**src/rtl/dmem_ctrl_pkg.sv**
```systemverilog
// Shared types, widths and instruction field layout for the data_mem controller.
`ifndef DMEM_CTRL_DEFINES
`define DMEM_CTRL_DEFINES
`define DATA_WIDTH 16
`define INST_WIDTH 32
`endif

package dmem_ctrl_pkg;

  typedef enum logic [2:0] {
    ST_IDLE,
    ST_LOAD,
    ST_READ,
    ST_DRAIN,
    ST_DONE
  } state_t;

  localparam int WADDR_LSB  = 16;
  localparam int RADDR1_LSB = 8;
  localparam int RADDR0_LSB = 0;
  localparam int FIELD_W    = 8;

  typedef logic [FIELD_W-1:0] field_t;

  // Unused instruction bits are always zero.
  function automatic logic [`INST_WIDTH-1:0] pack_inst(field_t waddr, field_t raddr1, field_t raddr0);
    logic [`INST_WIDTH-1:0] inst;
    inst = '0;
    inst[WADDR_LSB  +: FIELD_W] = waddr;
    inst[RADDR1_LSB +: FIELD_W] = raddr1;
    inst[RADDR0_LSB +: FIELD_W] = raddr0;
    return inst;
  endfunction

endpackage

```
**src/rtl/dmem_ctrl.sv**
```systemverilog
// Job controller: streams 2*npairs words into data_mem, then reads them back as pairs.
module dmem_ctrl
  import dmem_ctrl_pkg::*;
#(
  parameter int DEPTH = 256,
  parameter int AW    = 8
) (
  input  logic                       clk,
  input  logic                       rst,
  input  logic                       start,
  input  logic [AW-1:0]              npairs,
  input  logic                       abort,
  input  logic                       in_valid,
  output logic                       in_ready,
  input  logic [`DATA_WIDTH*2-1:0]   in_data,
  output logic                       out_valid,
  output logic [`DATA_WIDTH*2-1:0]   out_data0,
  output logic [`DATA_WIDTH*2-1:0]   out_data1,
  output logic                       busy,
  output logic                       done,
  output logic                       dmem_wren,
  output logic                       dmem_rden,
  output logic [`INST_WIDTH-1:0]     dmem_inst,
  output logic [`DATA_WIDTH*2-1:0]   dmem_wdata,
  input  logic [`DATA_WIDTH*2-1:0]   dmem_rdata0,
  input  logic [`DATA_WIDTH*2-1:0]   dmem_rdata1
);

  if (DEPTH > (1 << AW) || DEPTH < 2) begin : g_depth_check
    $error("dmem_ctrl: DEPTH must be between 2 and 2**AW");
  end

  localparam int            HALF_I    = DEPTH / 2;
  localparam logic [AW:0]   MAX_PAIRS = HALF_I[AW:0];

  state_t      state, next_state;
  logic [AW:0] npairs_q, npairs_sat, total, wcnt, rcnt;
  logic [AW:0] raddr0, raddr1;
  logic        load_hs;

  assign npairs_sat = ({1'b0, npairs} > MAX_PAIRS) ? MAX_PAIRS : {1'b0, npairs};
  assign total      = npairs_q << 1;
  assign raddr0     = {rcnt[AW-1:0], 1'b0};
  assign raddr1     = {rcnt[AW-1:0], 1'b1};

  // Read data lines are only meaningful in the cycle after a read.
  assign out_data0 = out_valid ? dmem_rdata0 : '0;
  assign out_data1 = out_valid ? dmem_rdata1 : '0;

  always_comb begin
    next_state = state;
    in_ready   = 1'b0;
    load_hs    = 1'b0;
    dmem_wren  = 1'b0;
    dmem_rden  = 1'b0;
    dmem_inst  = '0;
    dmem_wdata = '0;
    done       = 1'b0;
    busy       = (state != ST_IDLE);
    case (state)
      ST_IDLE: begin
        if (start && npairs != '0) next_state = ST_LOAD;
      end
      ST_LOAD: begin
        in_ready = 1'b1;
        load_hs  = in_valid && !abort;
        if (load_hs) begin
          dmem_wren  = 1'b1;
          dmem_wdata = in_data;
          dmem_inst  = pack_inst(field_t'(wcnt), '0, '0);
          if (wcnt == total - 1'b1) next_state = ST_READ;
        end
      end
      ST_READ: begin
        dmem_rden = 1'b1;
        dmem_inst = pack_inst('0, field_t'(raddr1), field_t'(raddr0));
        if (rcnt == npairs_q - 1'b1) next_state = ST_DRAIN;
      end
      ST_DRAIN: next_state = ST_DONE;
      ST_DONE: begin
        done       = 1'b1;
        next_state = ST_IDLE;
      end
      default: next_state = ST_IDLE;
    endcase
    // Abort beats every other transition, including the normal DONE exit.
    if (abort && state != ST_IDLE) next_state = ST_IDLE;
  end

  always_ff @(posedge clk or negedge rst) begin
    if (!rst) begin
      state     <= ST_IDLE;
      npairs_q  <= '0;
      wcnt      <= '0;
      rcnt      <= '0;
      out_valid <= 1'b0;
    end else begin
      state     <= next_state;
      out_valid <= dmem_rden;
      if (state == ST_IDLE && next_state == ST_LOAD) begin
        npairs_q <= npairs_sat;
        wcnt     <= '0;
        rcnt     <= '0;
      end
      if (load_hs) wcnt <= wcnt + 1'b1;
      if (state == ST_READ) rcnt <= rcnt + 1'b1;
    end
  end

endmodule

```
**config.mk**
```make
export PLATFORM = sky130hd
export DESIGN_NAME = dmem_ctrl
export DESIGN_NICKNAME = d
export VERILOG_FILES = /design/src/rtl/dmem_ctrl_pkg.sv /design/src/rtl/dmem_ctrl.sv
export SDC_FILE = /design/constraint.sdc
export NUM_CORES = 1
export LEC_CHECK = 0
export BUFFER_PORTS_ARGS = -buffer_cell sky130_fd_sc_hd__buf_2
export CAP_MARGIN = 10
export CORE_AREA = 2 2 95 97
export DETAILED_ROUTE_END_ITERATION = 8
export DIE_AREA = 0 0 97 99
export GPL_ROUTABILITY_DRIVEN = 0
export PLACE_DENSITY = 0.71
export SLEW_MARGIN = 30
export SYNTH_ARGS = -nofsm -noshare
export SYNTH_HDL_FRONTEND = slang
export SYNTH_SLANG_ARGS = --single-unit
```
**constraint.sdc**
```tcl
create_clock -name clk -period 6.27 [get_ports clk]
set_input_delay 0.3135 -clock clk [delete_from_list [all_inputs] [get_ports clk]]
set_output_delay 0.3135 -clock clk [all_outputs]
set_load 0.01 [all_outputs]
```
==> results.md, run 1 <==
- Fraction of layout instances using a drive strength above 1: 44.0%
- P_int: approximately 420 uW
- # fillers: between 800 and 900
- FP Rows: 34
- Final worst slack: 3.77 ns
- Post-synthesis cell area: around 0.0028 mm^2
- Detailed-route via count: between 3000 and 4000
- WS Path Type: reg2reg
- Die area: just under 0.01 mm^2
- Tightest Pin Transition: roughly 0.67 ns
- Mapped Cells: between 300 and 400
- Post-CTS Setup Repair Bufs: 0
- Clock Pin Slew Worst Setup and Hold Paths: about 0.070 ns
- Largest net degree at the start of global routing: between 60 and 70
- Detailed placer's ending HPWL: around 8.5 mm
- Total of max-cap violations: 0
- Flop pwr share: between 30% and 40%
- Post-route antenna net violation count: 0
- CTS Hold Bufs: 0
- Clock latency on the worst-skew pair: slightly below 0.3 ns
- CP Data Required Time: about 6.4 ns
- Synth Register Bits: 30
- Number of global-route vias before repair: just over 3000
- Switching Fraction: 32.2%
- Synth unique cells: 47
- Die outline width: 97 um
- Tcrit/Tclk final: 39.9%
- First-pass GRT wire length: approximately 16 mm
- Crit end category: register
- Sequential-to-total area share from yosys stat: a little over a quarter
- Total GRT Usage: roughly 20%
- RSZ-0062 raised after global routing: false
- Worst path cell trace: or4_1, nor4_1, xor3_1, a2111oi_0, o211ai_1
- Critical-path maximum fanout: 7
- Combinational power share: between 30% and 40%
- Core ar.: 0.00855 mm^2
- Worst Reg-to-Reg Cells: 5
- Initial Util: roughly a third
- H-tree depth: 2
- Die height: 99 um
- Max-slew headroom: 55.3%
- Final setup skew: approximately 0.0067 ns
- TritonCTS buffer count: 5
- Drt pass-1 iters: 4
- Type of origin of the critical path: register
- Worst setup path end: state[0]$_DFF_PN0_
- Post-synth top flop: dfrtp_1
- Routed len/inst: 15.4 um
- Final setup fails: 0
- Worst slack, placed: between 3 and 4 ns
- Port-buffer cells: 233
- Fin area: about 0.0040 mm^2
- Post-route insts no fill: about 680
- Layout area overhead: 43.7%
- Synth async-reset ratio: 100%
- Slowest library cell on the worst path: or4_1
- Placed cell area: 0.00392 mm^2
- Setup Total Neg Slack: 0 ns
- CTS tree: yes
- Worst min-delay path class: in2async
- Crit path launch: npairs_q[0]$_DFFE_PN0P_
- Leakage power: approximately 2.5 nW
- Reg-to-Reg Start: npairs_q[0]$_DFFE_PN0P_
- Initial antenna violation count: 0
- YS warnings: 0
- Syn avg cell area: about 7.7 um^2
- Final Hold Fails: 0
- Worst r2r dst: state[0]$_DFF_PN0_
- Antenna cell count: 0
- Root buffer cell: clkbuf_8
- Final Routed Wirelength: between 10 and 15 mm
- FF-to-FF setup slack: between 3 and 4 ns
- Clk sinks: 30
- Drt via density: between 4 and 5
- Pins Over Slew Limit: 0
- Post-Place Cells: 671
- Achievable Freq: 0.400 GHz
- Post-CTS sizing: 0
- Remaining DRCs: 0
- Sw Pwr: 199 uW
- GRT Residual Overflow: 0
- Worst VDD drop: roughly 140 uV
- First DRT Iteration DRCs: 156
- P per Cell Area: 153 mW/mm^2
- Crit path time final: 2.50 ns
- Share of power burned in the clock network: around 32%
- Status: finished, final reports clean
- Maximum clock insertion buffer count: 2
- Arrival time worst endpoint: ~2.6 ns
- Slowest cell delay on critical path: ~0.65 ns
- Final nets: 682
- Boundary Pins: about 240
- Post-synth EDFFs: 0
## metal layers
metal	wire [um]	global-route usage (%)
met4	106	4.01
met3	588	3.26
met1	4390	26.3
met5	0	0
met2	5370	36.1
## worst max-delay path: cells and delay by family, from the launching register on
kind                      cells  cell delay (ns)
AOI/OAI and AO/OA             2             0.51
xor gates and xnor gates      1             0.32
DFF                           1             0.46
and+or+nand+nor               2             1.05
## kinds of logic after synthesis
group / Yosys count / share of synthesized area (%)
AOI/OAI and AO/OA: 61 / 12.8
xor gates and xnor gates: 17 / 6.87
adders and majority gates: 3 / 1.34
buffers and inverters: 55 / 9.95
DFF: 30 / 26.8
muxes: 1 / 0.402
other: 1 / 0.134
and+or+nand+nor: 198 / 41.7
## state kept, by name, indices dropped and copies added, names as in the netlist
| name | flops |
|---|---|
| npairs_q | 8 |
| rcnt | 9 |
| state | 3 |
| wcnt | 9 |
| out_valid | 1 |
## cell usage in the layout, fill, tap and decap left out, types with 4 or more instances in the layout
cell and instances:
dfrtp_1 30, buf_2 233, nand2_1 25, a21oi_1 6, o21ai_0 36, nor3b_1 4
xnor2_1 12, and3_1 45, nor2_1 10, nand3_1 7, conb_1 9, a31oi_1 5
clkbuf_8 5, inv_1 8, or3_1 4, nor3_1 6, and2_1 70, nand2b_1 7
## cells in the mapped netlist (all sizes together), types with 2 or more instances
| cell type | instances | area, um^2 |
|---|---|---|
| ha | 3 | 37.5 |
| nor4 | 3 | 18.8 |
| clkbuf | 28 | 105 |
| or3 | 4 | 25.0 |
| xnor2 | 12 | 105 |
| o21ai | 37 | 185 |
| nor3b | 5 | 37.5 |
| nand2b | 7 | 43.8 |
| nor3 | 6 | 30.0 |
| buf | 19 | 144 |
| nand3 | 7 | 35.0 |
| nor2 | 10 | 37.5 |
| and2 | 73 | 459 |
| inv | 8 | 30.0 |
| a31oi | 5 | 31.3 |
| xor3 | 2 | 47.6 |
| o31ai | 2 | 15.0 |
| and3 | 45 | 282 |
| a21oi | 6 | 30.0 |
| nand4 | 3 | 18.8 |
| a2111oi | 2 | 17.5 |
| nor4b | 2 | 17.5 |
| xor2 | 2 | 17.5 |
| o211ai | 2 | 15.0 |
| dfrtp | 30 | 751 |
| nand2 | 25 | 93.8 |
| or4b | 3 | 30.0 |
## area by class of cell
class | count | area (um^2) | share of cell area [%]
clock buffer | 5 | 68.8 | 1.71
clock inverter | 3 | 45.0 | 1.12
inverter | 8 | 30.0 | 0.745
multi-input combinational | 289 | 1810 | 45.0
sequential | 30 | 751 | 18.6
tap | 108 | 135 | 3.35
timing repair buffer | 236 | 1190 | 29.5
## power groups by stage
stage | Combinational (mW) | Clock (mW) | Sequential [mW]
4_1_cts | 0.188 | 0.200 | 0.231
3_5_place_dp | 0.187 | 0 | 0.235
3_3_place_gp | 0.183 | 0 | 0.233
5_1_grt | 0.210 | 0.211 | 0.234
6_report | 0.189 | 0.198 | 0.231
2_1_floorplan | 0.144 | 0 | 0.217
## metrics by stage
stage          hold slack [ns]  utilization, %  total power, mW
4_1_cts                 0.0834            47.1            0.618
2_1_floorplan           0.0179               -            0.361
6_report                0.0575            47.1            0.618
5_1_grt                  0.127            47.1            0.655
3_3_place_gp             0.381            45.8            0.417
3_5_place_dp             0.390            45.8            0.422
## worst min path at each step
| stage | from | endpoint | slack (ns) | cells after the start |
|---|---|---|---|---|
| after floorplan | rst | npairs_q[0]$_DFFE_PN0P_ | 0.02 | 0 |
| after CTS | rst | wcnt[5]$_DFFE_PN0P_ | 0.08 | 1 |
| after global routing | rst | wcnt[5]$_DFFE_PN0P_ | 0.13 | 1 |
| after detailed placement | rst | wcnt[5]$_DFFE_PN0P_ | 0.39 | 1 |
| final | rst | wcnt[5]$_DFFE_PN0P_ | 0.06 | 1 |
| after global placement | rst | wcnt[2]$_DFFE_PN0P_ | 0.38 | 1 |
No activity file was read; power rests on OpenSTA's default activity.
==> run 2, diff against run 1 <==
--- a/config.mk
+++ b/config.mk
@@ -5,13 +5,14 @@
 export SDC_FILE = /design/constraint.sdc
 export NUM_CORES = 1
 export LEC_CHECK = 0
+export ABC_AREA = 1
 export BUFFER_PORTS_ARGS = -buffer_cell sky130_fd_sc_hd__buf_2
 export CAP_MARGIN = 10
 export CORE_AREA = 2 2 95 97
 export DETAILED_ROUTE_END_ITERATION = 8
 export DIE_AREA = 0 0 97 99
 export GPL_ROUTABILITY_DRIVEN = 0
-export PLACE_DENSITY = 0.71
+export PLACE_DENSITY = 0.72
 export SLEW_MARGIN = 30
 export SYNTH_ARGS = -nofsm -noshare
 export SYNTH_HDL_FRONTEND = slang
==> constraint.sdc (replaced) <==
create_clock -name clk -period 2.6 [get_ports clk]
set_input_delay 0.13 -clock clk [delete_from_list [all_inputs] [get_ports clk]]
set_output_delay 0.13 -clock clk [all_outputs]
set_load 0.01 [all_outputs]
==> results.md, run 2 <==
- Boundary Pins: ~240
- Type of origin of the critical path: register
- Post-CTS Setup Repair Bufs: 0
- Worst hold path startpoint: abort
- Sequential-to-total area share from yosys stat: between 20% and 30%
- FF-to-FF setup slack: approximately 0.7 ns
- TritonCTS buffer count: 5
- First DRT Iteration DRCs: 230
- Arrival time worst endpoint: about 2 ns
- Die area: between 0.009 and 0.01 mm^2
- Fraction of layout instances using a drive strength above 1: 35.6%
- FP Rows: 34
- Tot Pwr: roughly 2.2 mW
- Max-slew headroom: 45.5%
- Synth async-reset ratio: 100%
- Number of global-route vias before repair: between 3000 and 4000
- Worst Hold Slack: 0.0229 ns
- Worst Reg-to-Reg Cells: 7
- Remaining DRCs: 0
- Final setup fails: 0
- Worst r2r dst: wcnt[7]$_DFFE_PN0P_
- Count leader, synth: inv_1
- RSZ-0062 raised after global routing: false
- Initial Util: between 30% and 40%
- Synth top area share: 25.9%
- Post-synthesis cell area: 0.00289 mm^2
- Final Hold Fails: 0
- Synth unique cells: 33
- Area leader, netlist: dfrtp_1
- Status: finished, final reports clean
- Hold depth: 2
- Worst min-delay path class: in2reg
- Total of max-cap violations: 0
- Post-synth EDFFs: 0
- H-tree depth: 2
- Detailed placer's ending HPWL: 9.61 mm
- Post-synth top flop: dfrtp_1
- Slowest cell delay on critical path: approximately 0.47 ns
- CTS tree: yes
- Multi-input logic area: about 0.0015 mm^2
- Core ar.: around 0.0086 mm^2
- Pins Over Slew Limit: 0
- GRT Residual Overflow: 0
- Hold EP: state[2]$_DFF_PN0_
- Clock latency on the worst-skew pair: 0.29 ns
- Slowest library cell on the worst path: dfrtp_1
- Post-route antenna net violation count: 0
- Clk sinks: 30
- Leakage power: ~3.0 nW
- Tcrit/Tclk final: 82.1%
- Maximum clock insertion buffer count: 2
- Root buffer cell: clkbuf_8
- Synth Register Bits: 30
- Top cells by instance count after synthesis: inv_1 (131), nand2_1 (127), nor2_1 (77), nand3_1 (36), dfrtp_1 (30)
- P per Cell Area: a little over 500 mW/mm^2
- WS Path Type: reg2out
- Final setup skew: approximately 0.0048 ns
- Crit end category: output port
- Setup Total Neg Slack: 0 ns
- Clock Pin Slew Worst Setup and Hold Paths: ~0.06 ns
- Syn avg cell area: 5.70 um^2
- Tightest Pin Transition: between 0.8 and 0.9 ns
- YS warnings: 0
- CP Data Required Time: ~2.5 ns
- Most frequent cells in the layout: buf_2 (233), inv_1 (131), nand2_1 (127)
- Reg-to-Reg Start: state[2]$_DFF_PN0_
- Final Routed Wirelength: between 10 and 15 mm
- Worst VDD drop: approximately 380 uV
- Total GRT Usage: 23.3%
- Drt via density: approximately 4.6
- Crit path time final: 2.14 ns
- Mapped Cells: between 500 and 600
- Critical-path maximum fanout: 44
- Largest net degree at the start of global routing: 56
- First-pass GRT wire length: roughly 18 mm
- Antenna cell count: 0
- Detailed-route via count: 3886
- Die outline width: 97 um
- Achievable Freq: between 0.4 and 0.5 GHz
- Drt pass-1 iters: 4
- Die height: approximately 99 um
- Main area contributors after synthesis: dfrtp_1 (26%), inv_1 (17%), nand2_1 (16%)
- Seq. cell area: ~750 um^2
- # fillers: about 900
- Routed len/inst: around 13 um
- Port-buffer cells: roughly 230
- Layout area overhead: 43.8%
- Worst path cell trace: nor3_4, nand3_4, clkinv_2, nand2_1, inv_2, buf_2
- Commonest non-fill, non-tap cell in the layout: buf_2
- Top flop regs: rcnt x9, wcnt x9, npairs_q x8
- Final nets: between 800 and 900
- Initial antenna violation count: 0
run 2: cells by family after synthesis:
group / count (synthesis) / share of synthesized area, %
adders and majority gates: 3 / 1.30
AOI/OAI and AO/OA: 40 / 8.73
DFF: 30 / 25.9
xor gates and xnor gates: 4 / 1.21
and+or+nand+nor: 264 / 38.9
buffers and inverters: 166 / 23.8
other: 1 / 0.130
run 2: worst max-delay path, delay by kind of cell (launching register included):
| kind | cells | cell delay [ns] |
|---|---|---|
| AND/OR/NAND/NOR | 3 | 0.80 |
| flip-flops | 1 | 0.47 |
| buffers and inverters | 3 | 0.44 |
run 2: layout make-up:
type | instances | area share [%]
clock inverters | 1 | 0.120
multi-input cells | 320 | 35.7
well taps | 108 | 3.25
inverters | 137 | 12.4
repair buffers | 235 | 28.4
clock buffers | 7 | 2.07
flip-flops and latches | 30 | 18.1
run 2: routing by layer:
metal / global-route usage, % / share of wire (%)
met5: 0 / 0
met4: 14.3 / 5.6
met3: 4.04 / 6.9
met2: 45.9 / 54
met1: 22.2 / 34
run 2: metrics by stage:
step           util, %  instance area, um^2  instances  setup slack [ns]
2_1_floorplan        -                 2920        516             0.945
3_3_place_gp      47.5                 4060        829             0.799
3_5_place_dp      47.5                 4060        829             0.718
4_1_cts           48.7                 4160        838             0.424
5_1_grt           48.7                 4160        838             0.263
6_report          48.7                 4160        838             0.464
run 2: repair_timing:
item / 4_1_cts / 5_1_grt
hold buffers: 1 / 0
hold endpoints to repair: 30 / 0
resized for setup: 0 / 0
run 2: worst max path at each step:
stage,from,slack [ns],cells after the start,to
5_1_grt,state[0]$_DFF_PN0_,0.26,7,dmem_inst[22]
6_report,state[2]$_DFF_PN0_,0.46,6,dmem_inst[22]
4_1_cts,state[2]$_DFF_PN0_,0.42,6,dmem_inst[22]
2_1_floorplan,npairs_q[0]$_DFFE_PN0P_,0.94,14,state[0]$_DFF_PN0_
3_3_place_gp,state[2]$_DFF_PN0_,0.80,7,wcnt[7]$_DFFE_PN0P_
3_5_place_dp,state[2]$_DFF_PN0_,0.72,7,wcnt[7]$_DFFE_PN0P_
run 2: power breakdown:
part	internal (mW)	switching (mW)	total, mW
Sequential	0.539	0.106	0.645
Clock	0.213	0.179	0.392
Combinational	0.395	0.720	1.11
